## src/rtl/apb_slave_regs.sv

```systemverilog
// APB completer: bank of 32-bit registers with an ID register at index 0,
// programmable wait states, error response on bad addresses and transfer counters.
module apb_slave_regs #(
  parameter int          NUM_REGS    = 16,
  parameter logic [31:0] BASE_ADDR   = 32'hA000,
  parameter int          WAIT_STATES = 2,
  parameter logic [31:0] ID_VALUE    = 32'h5A5A_0016
) (
  input  logic        pclk,
  input  logic        preset,
  input  logic        psel,
  input  logic        penable,
  input  logic [31:0] paddr,
  input  logic        pwrite,
  input  logic [31:0] pwdata,
  output logic        pready,
  output logic [31:0] prdata,
  output logic        pslverr,
  output logic [15:0] wr_count,
  output logic [15:0] rd_count
);

  localparam int IW = $clog2(NUM_REGS);

  typedef enum logic {
    S_IDLE,
    S_WAIT
  } state_t;

  state_t      state_q, state_d;
  logic [3:0]  wcnt_q, wcnt_d;
  logic [15:0] wr_count_q, wr_count_d;
  logic [15:0] rd_count_q, rd_count_d;
  logic [31:0] regs_q [NUM_REGS];
  logic [31:0] regs_d [NUM_REGS];

  logic [29:0]   idx;
  logic [IW-1:0] idx_w;
  logic          addr_ok;
  logic          err;
  logic          access;
  logic          commit_wr;
  logic          commit_rd;

  // Addresses below BASE_ADDR wrap to a huge index and fail the range check.
  always_comb begin
    idx       = 30'((paddr - BASE_ADDR) >> 2);
    idx_w     = idx[IW-1:0];
    addr_ok   = (paddr[1:0] == 2'b00) && ({2'b00, idx} < 32'(NUM_REGS));
    err       = !addr_ok || (pwrite && (idx == 30'd0));
    access    = psel && penable && !preset;
    pready    = access && (wcnt_q == 4'(WAIT_STATES));
    pslverr   = pready && err;
    commit_wr = pready && pwrite && !err;
    commit_rd = pready && !pwrite && !err;
    prdata    = '0;
    if (commit_rd) begin
      prdata = (idx == 30'd0) ? ID_VALUE : regs_q[idx_w];
    end
  end

  always_comb begin
    state_d    = state_q;
    wcnt_d     = '0;
    wr_count_d = wr_count_q;
    rd_count_d = rd_count_q;
    regs_d     = regs_q;
    if (access && !pready) begin
      wcnt_d = wcnt_q + 4'd1;
    end
    case (state_q)
      S_IDLE: if (access && !pready) state_d = S_WAIT;
      S_WAIT: if (pready || !access) state_d = S_IDLE;
      default: state_d = S_IDLE;
    endcase
    if (commit_wr) begin
      regs_d[idx_w] = pwdata;
      wr_count_d    = wr_count_q + 16'd1;
    end
    if (commit_rd) begin
      rd_count_d = rd_count_q + 16'd1;
    end
  end

  always_ff @(posedge pclk) begin
    if (preset) begin
      state_q    <= S_IDLE;
      wcnt_q     <= '0;
      wr_count_q <= '0;
      rd_count_q <= '0;
      for (int i = 0; i < NUM_REGS; i++) begin
        regs_q[i] <= '0;
      end
    end else begin
      state_q    <= state_d;
      wcnt_q     <= wcnt_d;
      wr_count_q <= wr_count_d;
      rd_count_q <= rd_count_d;
      regs_q     <= regs_d;
    end
  end

  assign wr_count = wr_count_q;
  assign rd_count = rd_count_q;

endmodule

```

## config.mk

```make
export PLATFORM = sky130hd
export DESIGN_NAME = apb_slave_regs
export DESIGN_NICKNAME = d
export VERILOG_FILES = /design/src/rtl/apb_slave_regs.sv
export SDC_FILE = /design/constraint.sdc
export NUM_CORES = 1
export LEC_CHECK = 0
export CORE_MARGIN = 2
export CORE_UTILIZATION = 56
export CTS_BUF_LIST = sky130_fd_sc_hd__clkbuf_4
export CTS_CLUSTER_SIZE = 40
export DETAILED_ROUTE_END_ITERATION = 12
export PLACE_DENSITY = 0.78
export SLEW_MARGIN = 10
export SYNTH_ARGS = -nofsm -noshare
export SYNTH_HDL_FRONTEND = slang
export SYNTH_SLANG_ARGS = --single-unit
```

## constraint.sdc

```tcl
create_clock -name pclk -period 4.25 [get_ports pclk]
set_input_delay 0.85 -clock pclk [delete_from_list [all_inputs] [get_ports pclk]]
set_output_delay 0.85 -clock pclk [all_outputs]
set_load 0.05 [all_outputs]
```

==> results.md, run 1 <==
* CTS tree: yes
* Sink Count at about 550
* Iter 0 DRT Violations at 1390
* VDD IR max at a little over 0.2 mV
* Syn Nets at 2240
* Min-Delay Path Class: primary input to flip-flop
* Reg2reg start: wcnt_q[0]
* GP Congestion at 0.814
* Most common cell after layout, fill and taps aside: dfxtp_1
* Reg2reg end: regs_q[287]
* Top Ports at 135
* Worst Reg-to-Reg Cells at 9
* Fin Clk Skew at ~32 ps
* Crit end category: output pin
* Final Hold Fails at 0
* Max Fclk at approximately 240 MHz
* Run status: completed
* Cell area after layout at between 20000 and 30000 um2
* Num rows at 75
* Fin nets at 2407
* Dpl cell area at 26500 um2
* First-pass iteration count of the detailed router at 5
* # port buffers at roughly 130
* ANT nets after route at 0
* Leakage at between 10 and 15 nW
* Max Cap Viol at 0
* Vert. Die Dim at ~210 um
* Vias per cell at between 5 and 6
* Combinational share of power at 0.043
* Layout cells sized above 1 at 0.235
* WL/cell at about 20 um
* Synthesized area at 23900 um2
* Pins Over Slew Limit at 0
* Worst path arrival time at between 3000 and 4000 ps
* DRC viols at 0
* Area Overhead vs Synth at 18.7%
* Number of global-route vias before repair at 17900
* Post-Synthesis Cells at between 2000 and 2500
* Mean Syn Cell Area at 11.0 um2
* Worst setup SP type: primary input
* Worst-margin pin slew at 1250 ps
* CP max FO at 5
* Inserted Clock Buffers at 141
* Yosys Warn Count at 0
* Fraction of registers with async set/reset at 0
* Fin crit period at between 4000 and 5000 ps
* Largest net degree at the start of global routing at 273
* Int Power at between 7 and 8 mW
* Seq pwr share at 0.519
* Detailed Route WL at just under 60000 um
* #FFs+latches synth at between 500 and 600
* RSZ-0062 raised after global routing: no
* Critical path required time at 3400 ps
* Post-DP HPWL at ~36000 um
* CP Class: primary input to output pin
* Clk pwr share at 0.438
* Antenna violations before repair at 5
* Synth Flop Type: dfxtp_1
* Number of flops mapped to enable cells by yosys at 0
* Slack of the worst reg-to-reg path at 1440 ps
* Synth unique cells at 46
* Hold slack at roughly 450 ps
* Placeable Area at 42000 um2
* Switching share of power at 0.233
* Die area at 44400 um2
* Die extent in x at 211 um
* Root Driver: clkbuf_4
* Min setup slack post-route at ~75 ps
* Total GRT Usage at 0.273
* Seq/Total Area, Yosys at 0.459
* Reg clk slew, reported paths at 70 ps
* Worst skew pair latency at between 800 and 900 ps
* Final worst-path cycle share at 0.982
* Max_slew headroom at 0.167
* Initial core utilization at 0.569
* CTS Hold Bufs at 0
* DP Worst Slack at -230 ps
* Crit. Startpoint: paddr[17]
* Crit path capture: prdata[21]
* Max clock buf depth at 3
* Power Density at 349 nW/um2
* Switching power at 2.31 mW
* Final setup viols at 0
* Commonest non-fill, non-tap cells in the layout: dfxtp_1 (548), nor2_1 (515), mux2i_1 (483), clkbuf_4 (203), mux4_2 (160)
* H-tree lvl count at 4
* Via count at 17300
* GRT overflow at 0
* First-pass GRT wire length at about 96000 um
## synth_stat cells (15+ instances only)
cell type	n	area, um2
buf_2	41	205
mux4_2	160	3600
mux2i_1	483	4830
nor2_1	517	1940
nor4_1	16	100
nand3_1	20	100
dfxtp_1	548	11000
or3_1	15	93.8
nor2b_1	54	338
clkbuf_1	138	518
xnor2_1	15	131
nand2_1	16	60.1
## registers in the layout, indices dropped and copies added (netlist names)
signal,count
rd_count,16
regs_q,512
wcnt_q,4
wr_count,16
## cells by family after synthesis
family          share of synthesized area
xor+xnor                          0.00769
flops                               0.459
compound gates                     0.0119
fa+ha+maj                         0.00262
simple gates                        0.129
buf+inv                            0.0370
mux                                 0.353
## power by group through the flow
stage          sequential [mW]  clock [mW]  combinational [mW]
3_5_place_dp              5.25           0               0.427
5_1_grt                   5.13        4.73               0.458
3_3_place_gp              5.25           0               0.422
2_1_floorplan             5.25           0               0.258
4_1_cts                   5.13        4.44               0.428
6_report                  5.14        4.34               0.428
## final cells by class
class                   instances  area, um2
inverters                       8       30.0
well taps                     539        674
clock inverters                31        176
fillers                      3108      13700
flip-flops and latches        548      11000
diodes                          3       7.51
multi-input cells            1409      12200
clock buffers                 203       1520
repair buffers                225       2770
## metal layers
metal / vias up / GRT usage / share of wire
met5: - / 0 / 0.00045
li1: 8016 / - / -
met3: 141 / 0.0519 / 0.053
met1: 8644 / 0.351 / 0.43
met4: 4 / 0.111 / 0.028
met2: 510 / 0.457 / 0.49
## worst min path at each step
stage	startpoint	to	slack, ps	depth (start not counted)
final	preset	wcnt_q[3]	450	3
after global routing	preset	wcnt_q[3]	460	3
after CTS	preset	wcnt_q[3]	400	3
after detailed placement	regs_q[509]	regs_q[509]	450	1
after global placement	wcnt_q[0]	wcnt_q[0]	440	1
after floorplan	wcnt_q[0]	wcnt_q[0]	430	1
## timing repair
action	4_1_cts	5_1_grt
pin swaps	7	4
setup buffers	5	0
cloned	2	0
setup endpoints to repair	32	31
gates resized for setup	42	12
## per-stage QoR
stage | total power [mW] | TNS (ps) | utilization | std cells
floorplan | 5.51 | -1430 | - | 2166
global placement | 5.67 | -39610 | 0.629 | 2723
detailed placement | 5.68 | -52110 | 0.629 | 2723
CTS | 10.0 | 0 | 0.675 | 2964
global route | 10.3 | 0 | 0.675 | 2964
finish | 9.90 | 0 | 0.675 | 2966
## critical path, stage by stage
cell	delay, ps
buf_2	110
or4_4	530
or4_4	450
nor4_4	330
o2111a_2	290
nand3_4	170
buf_8	220
nor2b_1	110
buf_4	140
buf_12	130
No activity file was read; power rests on OpenSTA's default activity.
==> run 2: changes to the inputs <==
--- a/config.mk
+++ b/config.mk
@@ -8,10 +8,8 @@
 export CORE_MARGIN = 2
 export CORE_UTILIZATION = 56
 export CTS_BUF_LIST = sky130_fd_sc_hd__clkbuf_4
-export CTS_CLUSTER_SIZE = 40
 export DETAILED_ROUTE_END_ITERATION = 12
 export PLACE_DENSITY = 0.78
-export SLEW_MARGIN = 10
 export SYNTH_ARGS = -nofsm -noshare
 export SYNTH_HDL_FRONTEND = slang
 export SYNTH_SLANG_ARGS = --single-unit
==> run 2 against run 1 <==
Setup slack hardly changed; first-iteration DRC count is 6.7% lower; sequential power hardly changed; critical path type unchanged; largest cell class unchanged; clock-buffer cell count stayed put; die area stayed put; sequential share of layout area stayed put; cell area stayed put; combinational power hardly changed.
==> results.md, run 2 (same netlist as run 1, synthesis figures left out) <==
* Number of global-route vias before repair at 17900 (-0.022%)
* Iter 0 DRT Violations at 1297 (-6.7%)
* GP Congestion at 0.814 (unchanged)
* Critical path required time at 3400 ps (about the same)
* Detailed Route WL at 59700 um (about the same)
* Largest register FFs at 512 (unchanged)
* Int Power at 7.59 mW (about the same)
* Hold Path Depth at 3 (unchanged)
* DRC viols at 0 (unchanged)
* Critical path's top delay family: simple AND/OR/NAND/NOR gates
* Vert. Die Dim at 211 um (unchanged)
* Initial core utilization at 0.569 (unchanged)
* Switching share of power at 0.233 (-0.000234)
* Slowest CP cell: or4_4
* Final setup viols at 0 (unchanged)
* First-pass GRT wire length at 95700 um (unchanged)
* Combinational share of power at 0.043 (about the same)
* Switching power at 2.31 mW (-0.13%)
* Most common cell after layout, fill and taps aside: dfxtp_1
* Worst path arrival time at 3330 ps (about the same)
* Worst-path cell chain: buf_2, or4_4, or4_4, nor4_4, o2111a_2, nand3_4, buf_8, nor2b_1, buf_4, buf_12
* Root Driver: clkbuf_4
* Min-Delay Path Class: primary input to flip-flop
* Fill cells at 3108 (unchanged)
* Worst-margin pin slew at 1210 ps (-42.4 ps)
* Setup TNS at 0 ps (unchanged)
* Worst setup SP type: primary input
* Clk pwr share at 0.438 (about the same)
* Fin Clk Skew at 28.3 ps (-3.80 ps)
* CP Class: primary input to output pin
* Maximum single-stage delay on the critical path at 530 ps (about the same)
* Area Overhead vs Synth at 18.7% (unchanged)
* Run status: completed
* Placeable Area at 42000 um2 (unchanged)
* Hold slack at 451 ps (-3.88 ps)
* Seq pwr share at 0.519 (about the same)
* Fin crit period at 4180 ps (+0.0329 ps)
* Inserted Clock Buffers at 141 (unchanged)
* Leakage at 13.6 nW (unchanged)
* Slack of the worst reg-to-reg path at 1420 ps (-20 ps)
* Sink Count at 548 (unchanged)
* H-tree lvl count at 4 (unchanged)
* Hold path startpoint: preset
* Max_slew headroom at 0.196 (+0.0282)
* CP max FO at 5 (unchanged)
* Num rows at 75 (unchanged)
* Via count at 17300 (-0.18%)
* First-pass iteration count of the detailed router at 5 (unchanged)
* Max Cap Viol at 0 (unchanged)
* Post-DP HPWL at 36200 um (unchanged)
* Total GRT Usage at 0.273 (unchanged)
* Die area at 44400 um2 (unchanged)
* CTS tree: yes
* Top reg by flops: regs_q
* Worst path buffer plus inverter count at 4 (unchanged)
* Pins Over Slew Limit at 0 (unchanged)
* Largest net degree at the start of global routing at 273 (unchanged)
* Final core occ at 0.675 (unchanged)
* Commonest non-fill, non-tap cells in the layout: dfxtp_1 (548), nor2_1 (515), mux2i_1 (483), clkbuf_4 (203), mux4_2 (160)
* Power Density at 349 nW/um2 (about the same)
* Max clock buf depth at 3 (unchanged)
* Layout cells sized above 1 at 0.235 (unchanged)
* Worst Hold End: wcnt_q[3]
* # port buffers at 134 (unchanged)
* Crit end category: output pin
* Reg clk slew, reported paths at 70 ps (about the same)
* Final Hold Fails at 0 (unchanged)
* VDD IR max at 0.206 mV (-0.54%)
* Die extent in x at 211 um (unchanged)
* Fin nets at 2407 (unchanged)
* Reg2reg start: wcnt_q[0]
* WL/cell at 20.1 um (about the same)
* Max Fclk at 239 MHz (about the same)
* ANT nets after route at 0 (unchanged)
* CP dominant cell by count: or4_4
* Top Ports at 135 (unchanged)
* GRT overflow at 0 (unchanged)
* Worst Reg-to-Reg Cells at 9 (unchanged)
* Vias per cell at 5.83 (-0.18%)
* CTS Hold Bufs at 0 (unchanged)
* Reg2reg end: regs_q[287]
* Worst skew pair latency at 820 ps (about the same)
* Final worst-path cycle share at 0.982 (about the same)
* Antenna violations before repair at 5 (unchanged)
* RSZ-0062 raised after global routing: no
==> run 2: cell counts in the layout (fill, tap and decap cells not counted) <==
No cell type changed its count.
==> run 2: per-stage QoR <==
stage                     instance area [um2]  instances  worst slack [ps]  total power [mW]
after floorplan                         23900       2166             -59.3              5.51
after global routing                    28400       2964             0.825              10.3
final                                   28400       2966              74.5              9.89
after CTS                               28400       2964              4.50              10.0
after detailed placement                26500       2723              -230              5.68
after global placement                  26500       2723              -222              5.67
==> run 2: cell type report <==
class	instances	area, um2	area share
Antenna cell	3	7.51	0.000264
Tap cell	539	674	0.0238
Inverter	8	30.0	0.00106
Sequential cell	548	11000	0.386
Timing Repair Buffer	225	2770	0.0975
Clock inverter	31	176	0.00622
Multi-Input combinational cell	1409	12200	0.431
Clock buffer	203	1520	0.0537
==> run 2: worst max path at each step <==
| stage | from | endpoint | slack, ps | cells past startpoint |
|---|---|---|---|---|
| 2_1_floorplan | paddr[20] | prdata[20] | -60 | 9 |
| 3_3_place_gp | paddr[13] | prdata[21] | -220 | 12 |
| 3_5_place_dp | paddr[13] | prdata[1] | -230 | 11 |
| 4_1_cts | paddr[15] | prdata[24] | 5 | 10 |
| 5_1_grt | paddr[17] | prdata[21] | 0.8 | 10 |
| 6_report | paddr[17] | prdata[21] | 70 | 10 |
==> run 2: power groups by stage <==
stage	Clock, mW	Combinational (mW)	Sequential, mW
after floorplan	0	0.258	5.25
after global placement	0	0.422	5.25
after detailed placement	0	0.427	5.25
after CTS	4.44	0.428	5.13
after global routing	4.73	0.458	5.13
final	4.33	0.428	5.14
==> run 2: metal layers <==
layer	GRT usage	part of all wire
met5	0	0.00045
met4	0.111	0.028
met2	0.457	0.49
met1	0.351	0.43
met3	0.0519	0.053
==> run 2: worst min-delay path, cell delays in order <==
cell	delay (ps)
buf_8	80
nand3b_1	200
nor2_1	80
==> run 2: what timing repair did <==
action                                  4_1_cts  5_1_grt
setup buffers                                 5        0
pin swaps                                     7        4
endpoints found under the hold margin         0        0
resized for setup                            42       12
gates cloned                                  2        0
endpoints found under the setup margin       32       31
